### src/rtl/imm_load_sequencer.sv
// Expands a 64-bit constant into a MOVZ/MOVK instruction stream (one word per halfword),
// with a valid/ready output handshake and a one-cycle Done pulse on completion.
module imm_load_sequencer #(
  parameter int SKIP_ZERO = 1
) (
  input  logic        CLK,
  input  logic        Reset,
  input  logic        ReqValid,
  output logic        ReqReady,
  input  logic [63:0] ReqValue,
  input  logic [4:0]  ReqRd,
  output logic        InstrValid,
  input  logic        InstrReady,
  output logic [31:0] Instr,
  output logic        Done,
  output logic [2:0]  NumIssued,
  output logic        Busy
);

  typedef enum logic {IDLE, EMIT} state_t;

  state_t      state, state_n;
  logic [63:0] val, val_n;
  logic [4:0]  rd, rd_n;
  logic [3:0]  mask, mask_n;
  logic [1:0]  hw, hw_n;
  logic [2:0]  cnt, cnt_n;
  logic [31:0] instr_n;
  logic        valid_n, done_n;
  logic [2:0]  num_n;
  logic [3:0]  req_mask, above;

  function automatic logic [3:0] build_mask(input logic [63:0] v);
    logic [3:0] m;
    m = 4'b1111;
    if (SKIP_ZERO != 0) begin
      for (int h = 0; h < 4; h++) m[h] = |v[16*h +: 16];
      if (m == 4'b0000) m = 4'b0001;
    end
    return m;
  endfunction

  function automatic logic [1:0] lowest(input logic [3:0] m);
    logic [1:0] r;
    r = 2'd0;
    for (int h = 3; h >= 0; h--) if (m[h]) r = 2'(h);
    return r;
  endfunction

  function automatic logic [31:0] word(input logic movk, input logic [1:0] h,
                                       input logic [63:0] v, input logic [4:0] r);
    return {(movk ? 9'b111100101 : 9'b110100101), h, v[{h, 4'b0000} +: 16], r};
  endfunction

  assign ReqReady = (state == IDLE);
  assign Busy     = (state == EMIT);
  assign req_mask = build_mask(ReqValue);
  // Mask bits strictly above the halfword currently on the output.
  assign above    = mask & (4'b1110 << hw);

  always_comb begin
    state_n = state;
    val_n   = val;
    rd_n    = rd;
    mask_n  = mask;
    hw_n    = hw;
    cnt_n   = cnt;
    instr_n = Instr;
    valid_n = InstrValid;
    done_n  = 1'b0;
    num_n   = NumIssued;
    case (state)
      IDLE: begin
        instr_n = 32'd0;
        valid_n = 1'b0;
        if (ReqValid) begin
          state_n = EMIT;
          val_n   = ReqValue;
          rd_n    = ReqRd;
          mask_n  = req_mask;
          hw_n    = lowest(req_mask);
          cnt_n   = 3'd0;
          instr_n = word(1'b0, lowest(req_mask), ReqValue, ReqRd);
          valid_n = 1'b1;
        end
      end
      EMIT: begin
        if (InstrReady) begin
          cnt_n = cnt + 3'd1;
          if (above == 4'b0000) begin
            state_n = IDLE;
            instr_n = 32'd0;
            valid_n = 1'b0;
            done_n  = 1'b1;
            num_n   = cnt + 3'd1;
          end else begin
            hw_n    = lowest(above);
            instr_n = word(1'b1, lowest(above), val, rd);
          end
        end
      end
      default: state_n = IDLE;
    endcase
  end

  always_ff @(posedge CLK or posedge Reset) begin
    if (Reset) begin
      state      <= IDLE;
      val        <= '0;
      rd         <= '0;
      mask       <= '0;
      hw         <= '0;
      cnt        <= '0;
      Instr      <= '0;
      InstrValid <= 1'b0;
      Done       <= 1'b0;
      NumIssued  <= '0;
    end else begin
      state      <= state_n;
      val        <= val_n;
      rd         <= rd_n;
      mask       <= mask_n;
      hw         <= hw_n;
      cnt        <= cnt_n;
      Instr      <= instr_n;
      InstrValid <= valid_n;
      Done       <= done_n;
      NumIssued  <= num_n;
    end
  end

endmodule

### config.mk
export PLATFORM = sky130hd
export DESIGN_NAME = imm_load_sequencer
export DESIGN_NICKNAME = d
export VERILOG_FILES = /design/src/rtl/imm_load_sequencer.sv
export SDC_FILE = /design/constraint.sdc
export NUM_CORES = 1
export LEC_CHECK = 0
export CAP_MARGIN = 20
export CORE_ASPECT_RATIO = 2
export CORE_MARGIN = 2
export CORE_UTILIZATION = 50
export DETAILED_ROUTE_END_ITERATION = 8
export PLACE_DENSITY = 0.89
export SYNTH_ARGS = -nofsm -noshare
export SYNTH_HDL_FRONTEND = slang
export SYNTH_SLANG_ARGS = --single-unit
### constraint.sdc
create_clock -name CLK -period 7.8 [get_ports CLK]
set_clock_uncertainty 0.2 [all_clocks]
set_input_delay 1.17 -clock CLK [delete_from_list [all_inputs] [get_ports CLK]]
set_output_delay 1.17 -clock CLK [all_outputs]
set_load 0.01 [all_outputs]
# [Word level (Yosys, flattened, before mapping)]
# Index checks and enable logic that the tools add are counted.
[classes] add_sub_neg=1 shift=3 bitwise=2 n_reduce_logical=11 n_mux=32 eq_ne=4 n_div=0 mul=0 n_lt_le_gt_ge=0
[op_table] op="indexed part select 64 x 7 -> 16 bit" n=2
[op_table] op="two-way mux 32 bit" n=3
[op_table] op="case mux 32 bit (2 select lines)" n=1
[op_table] op="OR reduction 16 bit" n=4
[op_table] op="two-way mux 2 bit" n=13
[op_table] op="logical NOT 4 bit" n=2
[op_table] op="two-way mux 1 bit" n=8
[op_table] op="two-way mux 3 bit" n=2
[op_table] op="inequality test 2 bit, second input constant" n=3
[op_table] op="case mux 3 bit (2 select lines)" n=1
[op_table] op="AND reduction 2 bit" n=3
[op_table] op="AND reduction 3 bit" n=2
[op_table] op="AND 4 bit" n=1
[op_table] op="two-way mux 4 bit" n=1
[op_table] op="case mux 1 bit (2 select lines)" n=2
[op_table] op="case mux 2 bit (2 select lines)" n=1
[op_table] op="left shift 4 x 2 -> 4 bit, first input constant" n=1
[op_table] op="adder 3 x 1 -> 3 bit, second input constant" n=1
[op_table] op="inequality test 2 x 1 -> 1 bit, second input constant" n=1
[op_table] op="NOT 1 bit" n=1
[totals] mem_bits_ro=0 word_cells=63 n_memories=0 latchBits=0 regBits=116 ramBits=0 out_inout_bits=39

# [Logic depth before layout (Yosys ltp)]
# Gate-level depths: netlist of the first run.
[depth] word_depth=13 ltp_mapped=7

# [Worst setup path before layout of the first run]
# OpenSTA, ideal clock, no wires.
[synth_timing] path_kind="in2reg" start="input port ReqValue[27]" end="register Instr[10]" setup_ns=0.149 slack_ns=5.242 path_buffers=1 cell_stages=5 arrival_ns=2.209 path_cell_list="nor4_2 > nand4_2 > buf_6 > a211oi_2 > o311ai_2"
[synth_via] elab_chain_len=12
[synth_lines] item="start: declaration" line_no="10" text="input logic [63:0] ReqValue,"
[synth_lines] item="OR reduction 16 bit *" line_no="37" text="for (int h = 0; h < 4; h++) m[h] = |v[16*h +: 16];"
[synth_lines] item="logical NOT 4 bit" line_no="38" text="if (m == 4'b0000) m = 4'b0001;"
[synth_lines] item="two-way mux 4 bit *" line_no="38"
[synth_lines] item="two-way mux 2 bit (3 in series)" line_no="46" text="for (int h = 3; h >= 0; h--) if (m[h]) r = 2'(h);"
[synth_lines] item="two-way mux 2 bit *" line_no="46"
[synth_lines] item="two-way mux 2 bit *" line_no="76" text="if (ReqValid) begin"
[synth_lines] item="two-way mux 2 bit *" line_no="72" text="case (state)"
[synth_lines] item="indexed part select 64 x 7 -> 16 bit *" line_no="52" text="return {(movk ? 9'b111100101 : 9'b110100101), h, v[{h, 4'b0000} +: 16], r};"
[synth_lines] item="two-way mux 32 bit *" line_no="76"
[synth_lines] item="case mux 32 bit (2 select lines) *" line_no="72"
[synth_lines] item="end signal: assignment" line_no="125" text="Instr <= instr_n;"
[synth_lines] item="end: declaration" line_no="14" text="output logic [31:0] Instr,"
# Mark *: on every way between the ends. The rest lies on a longest branch, timed or not. The select of a mux whose other input is x is not followed.
# A chain may end at the register's enable or synchronous reset.

# [Worst setup path after layout of the first run]
[layout_timing] start="input port ReqValid" end="register Instr[22]"
[layout_via] elab_chain_len=2
[layout_lines] item="start: declaration" line_no="8" text="input logic ReqValid,"
[layout_lines] item="two-way mux 32 bit" line_no="76"
[layout_lines] item="case mux 32 bit (2 select lines)" line_no="72"
# No other way between the ends.

==> results.py, run 1 <==
metrics = {
    "cts": {
        "htreeDepth": 3,
        "path_clk_slew_ps": 60,
        "clock-sinks": 92,
        "clk_latency_ps": 350,
        "post_cts_buffers": 0,
        "cts_hold_buffers": 0,
        "numCtsBuffers": 9,
        "clockRootBuffer": "clkbuf_16",
        "cts_tree": "built",
        "cts_resized": 0,
        "max-clock-path-buffers": 2,
    },
    "pwr": {
        "switchingPower_uw": 835.7,
        "cellPowerDensity_mw_per_mm2": 365.3,
        "total_leakage_power_uw": 0.002645,
        "combPwrFrac": 0.412,
        "netSwitchingFraction": 0.3773,
        "intPower_uw": 1379,
        "irDropWorstVdd_v": 0.0002067,
        "pwr-share-clk": 0.199,
        "sequentialPowerShare": 0.389,
    },
    "critical_path": {
        "endpoint_kind": "flop",
        "critPathMaxStageDelay_ps": 630,
        "path_delay_family": "buffers and inverters",
        "reg2reg_from": "Busy",
        "cpMaxStageDelayCell": "buf_4",
        "reg2reg_depth": 5,
        "critPathLaunch": "ReqValid",
        "critPathMaxFanout": 86,
        "start_kind": "input port",
        "r2r-end": "Instr[22]",
        "path_depth": 7,
        "crit_chain": "clkdlybuf4s50_1 > inv_1 > nor2_4 > buf_4 > nand3_2 > a211o_1 > o21ai_1",
        "r2r_slack_ps": 5050,
        "crit_required_ps": 7870,
        "critPathKind": "in2reg",
        "cp.arrival_ps": 3700,
        "crit_buf_inv": 3,
        "cp-endpoint": "Instr[22]",
    },
    "routing": {
        "vias": 4397,
        "postRouteAntennaNets": 0,
        "drc_errors": 0,
        "avgRoutedWirePerCell_um": 20.70,
        "routed_wl_mm": 14.57,
        "firstDrtPassIters": 9,
        "vias_per_cell": 6.246,
        "drt_iter0_drc": 709,
    },
    "run": {
        "drv_cap": 0,
    },
    "placed_design": {
        "port_buffers": 108,
        "place_ws_ps": 3882,
        "place_congestion": 0.9624,
        "place_hpwl_mm": 10.43,
    },
    "synthesis": {
        "ys_top_cells_by_area": "dfrtp_1 48%, nand2_1 12%, a222oi_1 3.4%, a211o_1 3.3%, o311ai_2 2.7%",
        "synthArstFlopShare": 1.000,
        "synth-edff-count": 0,
        "yosysWarningCount": 0,
        "synthCells": 510,
        "yosysTopAreaCell": "dfrtp_1",
        "yosysMostFrequentCell": "nand2_1",
        "yosys.cell_types.count": 49,
        "syn_area_mm2": 0.004756,
        "synth_top_flop_cell": "dfrtp_1",
        "yosys-top-cells-count": "146 x nand2_1, 92 x dfrtp_1, 27 x nor2_1, 24 x o21ai_0, 21 x inv_1",
        "synth-seq-area-share": 0.4841,
        "synth_area_per_cell_um2": 9.325,
        "ys_ff_latch": 92,
        "yosysTopAreaCellShare": 0.4841,
    },
    "floorplanning": {
        "start_util": 0.5102,
        "die-area_mm2": 0.01035,
        "die_w_um": 72.96,
        "io_pins": 112,
        "coreArea_mm2": 0.009321,
        "rows": 50,
        "die_y_um": 141.9,
    },
    "timing": {
        "tightest_slew_ps": 1139,
        "fin_tns_setup_ps": 0,
        "relSlewSlack": 0.2362,
        "hold_violations": 0,
        "finalCriticalPeriod_ps": 3631,
        "slew_viol_final": 0,
        "min_period_over_period": 0.4655,
        "worst_slack_ps": 4169,
        "hold-worst-slack_ps": 267.4,
        "clock.fmax_mhz": 275.4,
        "setup_viol": 0,
        "grt_setup_unrepaired": "no",
    },
    "final_layout": {
        "fin_nets": 669,
        "area_growth_pct": 27.47,
        "fin_util": 0.6503,
        "diodes": 0,
        "final_layout_size_suffix_gt1_frac": 0.09000,
    },
    "grt": {
        "grt_max_degree": 87,
        "grt_pass1_vias": 4353,
        "antenna_found_initial": 0,
        "grt_overflow": 0,
        "track_usage": 0.2917,
        "grt_pass1_wl_mm": 22.40,
    },
    "hold_path": {
        "worstHoldPathType": "reg2reg",
    },
    "outcome": {
        "status": "completed",
    },
}
## power by group through the flow
stage / clock, uW / combinational [uW] / sequential (uW)
6_report: 441 / 913 / 861
5_1_grt: 459 / 992 / 885
4_1_cts: 442 / 904 / 855
3_5_place_dp: 0 / 894 / 862
3_3_place_gp: 0 / 857 / 850
2_1_floorplan: 0 / 578 / 829
## per-layer routing
layer | part of all wire | wire [um] | global-route usage | vias to the layer above
met2 | 0.53 | 7713 | 0.5086 | 283
met4 | 0.071 | 1028 | 0.2086 | 0
li1 | - | - | - | 1960
met1 | 0.33 | 4874 | 0.3117 | 2084
met5 | 0 | 0 | 0 | -
met3 | 0.065 | 954 | 0.03906 | 70
## kinds of logic (layout without fill, tap and decap cells)
kind of cell    after synthesis  in the layout  share of synthesized area
simple gates                221            221                     0.2107
fa+ha+maj                     1              1                   0.002630
flops                        92             92                     0.4841
compound gates              127            127                     0.2186
xor+xnor                      2              2                   0.003684
mux                           4              4                   0.008945
buf+inv                      62            150                    0.07051
other cells                   1              3                  0.0007885
## cell usage in the layout, fill, tap and decap left out, types with 7 or more instances in the layout
cell type / Yosys / final
a31oi_1: 7 / 7
a211o_1: 18 / 18
a211oi_1: 7 / 7
o21ai_0: 24 / 24
nand2b_1: 15 / 15
clkbuf_16: 0 / 9
o311ai_2: 8 / 8
a211oi_2: 9 / 9
clkdlybuf4s50_1: 0 / 108
a222oi_1: 16 / 16
nand2_1: 146 / 146
o311ai_1: 8 / 8
dfrtp_1: 92 / 92
nor2_1: 27 / 26
a21oi_1: 19 / 19
nor4_1: 12 / 12
inv_1: 21 / 20
## worst min-delay path by stage
stage / from / end / slack, ps / depth (start not counted)
3_3_place_gp: val[33] / val[33] / 250 / 2
4_1_cts: val[33] / val[33] / 270 / 2
3_5_place_dp: val[41] / val[41] / 250 / 2
6_report: val[41] / val[41] / 270 / 2
2_1_floorplan: val[32] / val[32] / 240 / 2
5_1_grt: val[33] / val[33] / 290 / 2
## worst register-to-register path, stage by stage, from the launching register on
cell	delay [ps]
dfrtp_1	490
nor2_4	140
buf_4	630
nand3_2	660
a211o_1	480
o21ai_1	80
## area by class of cell
| type | instances | area (um2) |
|---|---|---|
| fillers | 722 | 3259 |
| flip-flops and latches | 92 | 2302 |
| multi-input cells | 358 | 2133 |
| repair buffers | 112 | 1111 |
| clock buffers | 10 | 239.0 |
| well taps | 104 | 130.1 |
| inverters | 22 | 83.83 |
| clock inverters | 6 | 62.56 |
## through the flow
stage	area, um2	cells	power (uW)
after floorplan	4763	512	1406
after global placement	5753	687	1707
after detailed placement	5761	688	1756
after CTS	6062	704	2201
after global routing	6062	704	2335
final	6062	704	2215
## flip-flops by register name, indices dropped and copies added, names as in the netlist
register and cells:
mask 3, Busy 1, NumIssued 3, cnt 3, Instr 25, rd 5, hw 2, val 48
Done 1, InstrValid 1
Note: power is estimated with default switching activity, not from simulation.
==> run 2, diff against run 1 <==
clock period = 3.8 ns   (was 7.8 ns; I/O delays follow)
==> run 2 against run 1 <==
Critical path type unchanged. Non-clock buffer count grew 3. Largest power group unchanged. Register-to-register slack got worse by 3800 ps. Routed wire length increased by 5.2%. First-iteration DRC count decreased by 15%. Combinational power rose by 110%. Worst setup slack got worse by 3200 ps. Sequential power increased by 110%. Sequential share of layout area shrank 0.14 points. Worst hold slack improved by 5.2 ps. Critical path depth fell by 2.
==> results.py, run 2 (synthesis gave the netlist of run 1 again) <==
metrics = {
    "outcome": {
        "status": "completed",
    },
    "run": {
        "drv_cap": 0,
    },
    "routing": {
        "drc_errors": 0,
        "avgRoutedWirePerCell_um": 21.71,
        "firstDrtPassIters": 8,
        "postRouteAntennaNets": 0,
        "vias_per_cell": 6.380,
        "vias": 4504,
        "routed_wl_mm": 15.33,
        "drt_iter0_drc": 602,
    },
    "cts": {
        "htreeDepth": 3,
        "cts_hold_buffers": 0,
        "post_cts_buffers": 0,
        "cts_tree": "built",
        "numCtsBuffers": 9,
        "cts_resized": 0,
        "clock-sinks": 92,
        "max-clock-path-buffers": 2,
        "path_clk_slew_ps": 60,
        "clk_latency_ps": 340,
        "clockRootBuffer": "clkbuf_16",
    },
    "placed_design": {
        "place_congestion": 0.9530,
        "port_buffers": 108,
        "place_hpwl_mm": 10.95,
    },
    "timing": {
        "min_period_over_period": 0.7568,
        "slew_viol_final": 0,
        "finalCriticalPeriod_ps": 2876,
        "setup_viol": 0,
        "fin_tns_setup_ps": 0,
        "hold_violations": 0,
        "grt_setup_unrepaired": "no",
        "clock.fmax_mhz": 347.7,
        "tightest_slew_ps": 925.5,
        "relSlewSlack": 0.3830,
    },
    "floorplanning": {
        "die_y_um": 141.9,
        "io_pins": 112,
        "die-area_mm2": 0.01035,
        "rows": 50,
        "die_w_um": 72.96,
        "coreArea_mm2": 0.009321,
        "start_util": 0.5102,
    },
    "critical_path": {
        "crit_required_ps": 3800,
        "crit_chain": "clkdlybuf4s50_1 > nor4_2 > nand4_2 > a211oi_1 > o311ai_1",
        "critPathMaxStageDelay_ps": 690,
        "cpMaxStageDelayCell": "a211oi_1",
        "endpoint_kind": "flop",
        "critPathMaxFanout": 17,
        "cp.arrival_ps": 2880,
        "critPathKind": "in2reg",
        "start_kind": "input port",
    },
    "grt": {
        "grt_pass1_wl_mm": 22.98,
        "grt_max_degree": 59,
        "track_usage": 0.3027,
        "grt_pass1_vias": 4480,
        "grt_overflow": 0,
        "antenna_found_initial": 0,
    },
    "pwr": {
        "total_power_uw": 4596,
        "total_leakage_power_uw": 0.002659,
        "cellPowerDensity_mw_per_mm2": 755.3,
        "irDropWorstVdd_v": 0.0003596,
    },
    "final_layout": {
        "fin_nets": 672,
        "regMostFlops": "val",
        "reg_top3": "val x48, Instr x25, rd x5",
        "area_growth_pct": 27.94,
        "final_layout_size_suffix_gt1_frac": 0.09302,
        "num-fill-cells": 728,
        "largest_reg_flops": 48,
        "final_common_cell": "nand2_1",
        "final_cell_mix": "146 x nand2_1, 108 x clkdlybuf4s50_1, 92 x dfrtp_1, 26 x nor2_1, 24 x o21ai_0",
        "diodes": 0,
    },
    "hold_path": {
        "worstHoldPathType": "reg2reg",
    },
}
## run 2: cell types whose count changed in the layout (fill, tap and decap cells not counted), sizes merged
cell,before,now
buf,4,7
clkbuf,10,11
clkinv,5,4
inv,22,21
## run 2: worst max-delay path, delay by kind of cell
kind	cells	cell delay [ps]
and+or+nand+nor	2	970
buffers and inverters	1	470
AOI/OAI and AO/OA	2	860
## run 2: final cells by class
class | instances | area [um2] | share of cell area
repair buffers | 115 | 1134 | 0.1863
clock buffers | 11 | 252.7 | 0.04154
inverters | 22 | 83.83 | 0.01378
multi-input cells | 358 | 2133 | 0.3506
flip-flops and latches | 92 | 2302 | 0.3784
well taps | 104 | 130.1 | 0.02139
clock inverters | 4 | 48.80 | 0.008020
## run 2: layer usage
| metal | part of all wire | track usage |
|---|---|---|
| met1 | 0.32 | 0.3151 |
| met3 | 0.070 | 0.04332 |
| met4 | 0.086 | 0.2476 |
| met5 | 0 | 0 |
| met2 | 0.53 | 0.5191 |
## run 2: metrics by stage
step	worst slack (ps)	utilization	cell area, um2	cells	hold slack, ps
after global placement	751.8	0.6204	5783	691	249.8
after floorplan	638.0	-	4763	512	236.9
after CTS	1071	0.6528	6085	706	271.3
after detailed placement	708.6	0.6204	5783	691	254.4
final	924.1	0.6528	6085	706	272.6
after global routing	922.4	0.6528	6085	706	283.4
## run 2: final timing paths
check	startpoint	to	slack, ps	cells after the start
min in group asynchronous	Reset	val[41]	420	2
max	ReqValue[19]	Instr[16]	920	5
max in group asynchronous	Reset	Instr[8]	2160	3
min reg2reg	val[46]	val[46]	270	2
max reg2reg	hw[1]	Instr[8]	1280	4
min	val[46]	val[46]	270	2
## run 2: power by group
| group | leakage (uW) | switching, uW | internal (uW) |
|---|---|---|---|
| Sequential | 0.00114 | 355 | 1430 |
| Combinational | 0.00136 | 1030 | 876 |
| Clock | 0.000151 | 368 | 541 |
| Total | 0.00266 | 1750 | 2850 |
==> run 3, diff against run 2 <==
clock period = 2.84 ns   (was 3.8 ns; I/O delays follow)
==> run 3 against run 2 <==
Sequential share of layout area decreased by 0.89 points. Design area increased by 2.4%. Largest power group unchanged. Clock power increased by 47%. Critical path depth unchanged.
==> results.py, run 3 (synthesis gave the netlist of run 1 again) <==
metrics = {
    "cts": {
        "path_clk_slew_ps": 60,
        "clk_latency_ps": 350,
        "htreeDepth": 3,
        "clock-sinks": 92,
        "numCtsBuffers": 9,
        "max-clock-path-buffers": 2,
        "cts_hold_buffers": 0,
        "cts_resized": 0,
        "post_cts_buffers": 0,
        "cts_tree": "built",
        "clockRootBuffer": "clkbuf_16",
    },
    "pwr": {
        "irDropWorstVdd_v": 0.0005304,
        "total_leakage_power_uw": 0.002726,
        "cellPowerDensity_mw_per_mm2": 1015,
    },
    "run": {
        "drv_cap": 0,
    },
    "final_layout": {
        "area_growth_pct": 31.02,
        "largest_reg_flops": 48,
        "final_layout_size_suffix_gt1_frac": 0.1091,
        "reg_top3": "val x48, Instr x25, rd x5",
        "regMostFlops": "val",
        "fin_nets": 683,
        "diodes": 0,
        "final_cell_mix": "146 x nand2_1, 108 x clkdlybuf4s50_1, 92 x dfrtp_1, 26 x nor2_1, 24 x o21ai_0",
        "final_common_cell": "nand2_1",
        "instances_no_fill": 718,
        "num-fill-cells": 716,
    },
    "floorplanning": {
        "coreArea_mm2": 0.009321,
        "io_pins": 112,
        "start_util": 0.5102,
        "die_y_um": 141.9,
        "rows": 50,
        "die-area_mm2": 0.01035,
        "die_w_um": 72.96,
    },
    "critical_path": {
        "crit_chain": "inv_2 > nor2_1 > buf_4 > a222oi_1 > o311ai_1",
        "critPathKind": "reg2reg",
        "endpoint_kind": "flop",
        "critPathMaxStageDelay_ps": 910,
        "crit_required_ps": 2870,
        "critPathMaxFanout": 15,
        "start_kind": "flop",
        "cpMaxStageDelayCell": "nor2_1",
        "cp.arrival_ps": 2490,
    },
    "routing": {
        "avgRoutedWirePerCell_um": 21.46,
        "postRouteAntennaNets": 0,
        "drt_iter0_drc": 572,
        "drc_errors": 0,
        "vias_per_cell": 6.416,
        "firstDrtPassIters": 7,
        "vias": 4607,
        "routed_wl_mm": 15.41,
    },
    "hold_path": {
        "worstHoldPathType": "in2async",
    },
    "placed_design": {
        "place_congestion": 0.9326,
        "port_buffers": 108,
        "place_hpwl_mm": 11.24,
        "placed_cells": 702,
    },
    "grt": {
        "grt_pass1_wl_mm": 23.96,
        "track_usage": 0.3131,
        "antenna_found_initial": 0,
        "grt_max_degree": 46,
        "grt_overflow": 0,
        "grt_pass1_vias": 4607,
    },
    "timing": {
        "fin_tns_setup_ps": 0,
        "min_period_over_period": 0.8664,
        "grt_setup_unrepaired": "no",
        "hold_violations": 0,
        "tightest_slew_ps": 1156,
        "setup_viol": 0,
        "clock.fmax_mhz": 406.4,
        "relSlewSlack": 0.2268,
        "slew_viol_final": 0,
        "finalCriticalPeriod_ps": 2461,
    },
    "outcome": {
        "status": "completed",
    },
}
-- run 3: cell count changes in the layout (fill, tap and decap cells not counted) --
cell | before | now
buf_4 | 7 | 16
clkinv_4 | 1 | 0
clkinv_2 | 3 | 0
clkinvlp_4 | 0 | 2
clkbuf_1 | 0 | 1
bufinv_16 | 1 | 2
buf_12 | 0 | 2
clkbuf_8 | 2 | 3
-- run 3: path summary, 6_finish.rpt --
path                              start   endpoint  slack (ps)  cells past startpoint
worst max-delay path               Busy  Instr[20]         380                      5
worst min-delay path              Reset  Instr[30]         180                      2
worst max register to register     Busy  Instr[20]         380                      5
worst min register to register  val[43]    val[43]         270                      2
max in group asynchronous         Reset    val[33]        1700                      3
min in group CLK                val[43]    val[43]         270                      2
-- run 3: area by class of cell --
cell class              count  area (um2)  area share
inverters                  22       86.33     0.01386
repair buffers            126        1241      0.1992
multi-input cells         358        2133      0.3424
clock inverters             3       67.56     0.01084
clock buffers              13       270.3     0.04337
flip-flops and latches     92        2302      0.3695
well taps                 104       130.1     0.02088
-- run 3: worst max-delay path: cells and delay by family (launching register included) --
kind                   cells  cell delay [ps]
buffers and inverters      2              440
DFF                        1              540
AOI/OAI and AO/OA          2              270
and+or+nand+nor            1              910
-- run 3: routing by layer --
metal	GRT usage	vias up	part of all wire
met5	0	-	0
met4	0.2573	0	0.098
met2	0.5177	315	0.51
li1	-	1992	-
met3	0.05966	104	0.063
met1	0.3343	2196	0.33
-- run 3: where the power goes --
group | internal, uW | total, uW | switching, uW
Clock | 843 | 1340 | 494
Combinational | 1220 | 2630 | 1410
Sequential | 1910 | 2360 | 441
-- run 3: through the flow --
stage	utilization	area [um2]	setup slack (ps)	power [uW]	hold slack, ps
2_1_floorplan	-	4767	988.7	3863	236.9
5_1_grt	0.6685	6231	256.2	6664	216.8
3_5_place_dp	0.6322	5893	199.0	4925	253.7
6_report	0.6685	6231	379.4	6321	182.0
4_1_cts	0.6685	6231	462.1	6268	195.4
3_3_place_gp	0.6322	5893	286.0	4783	249.9
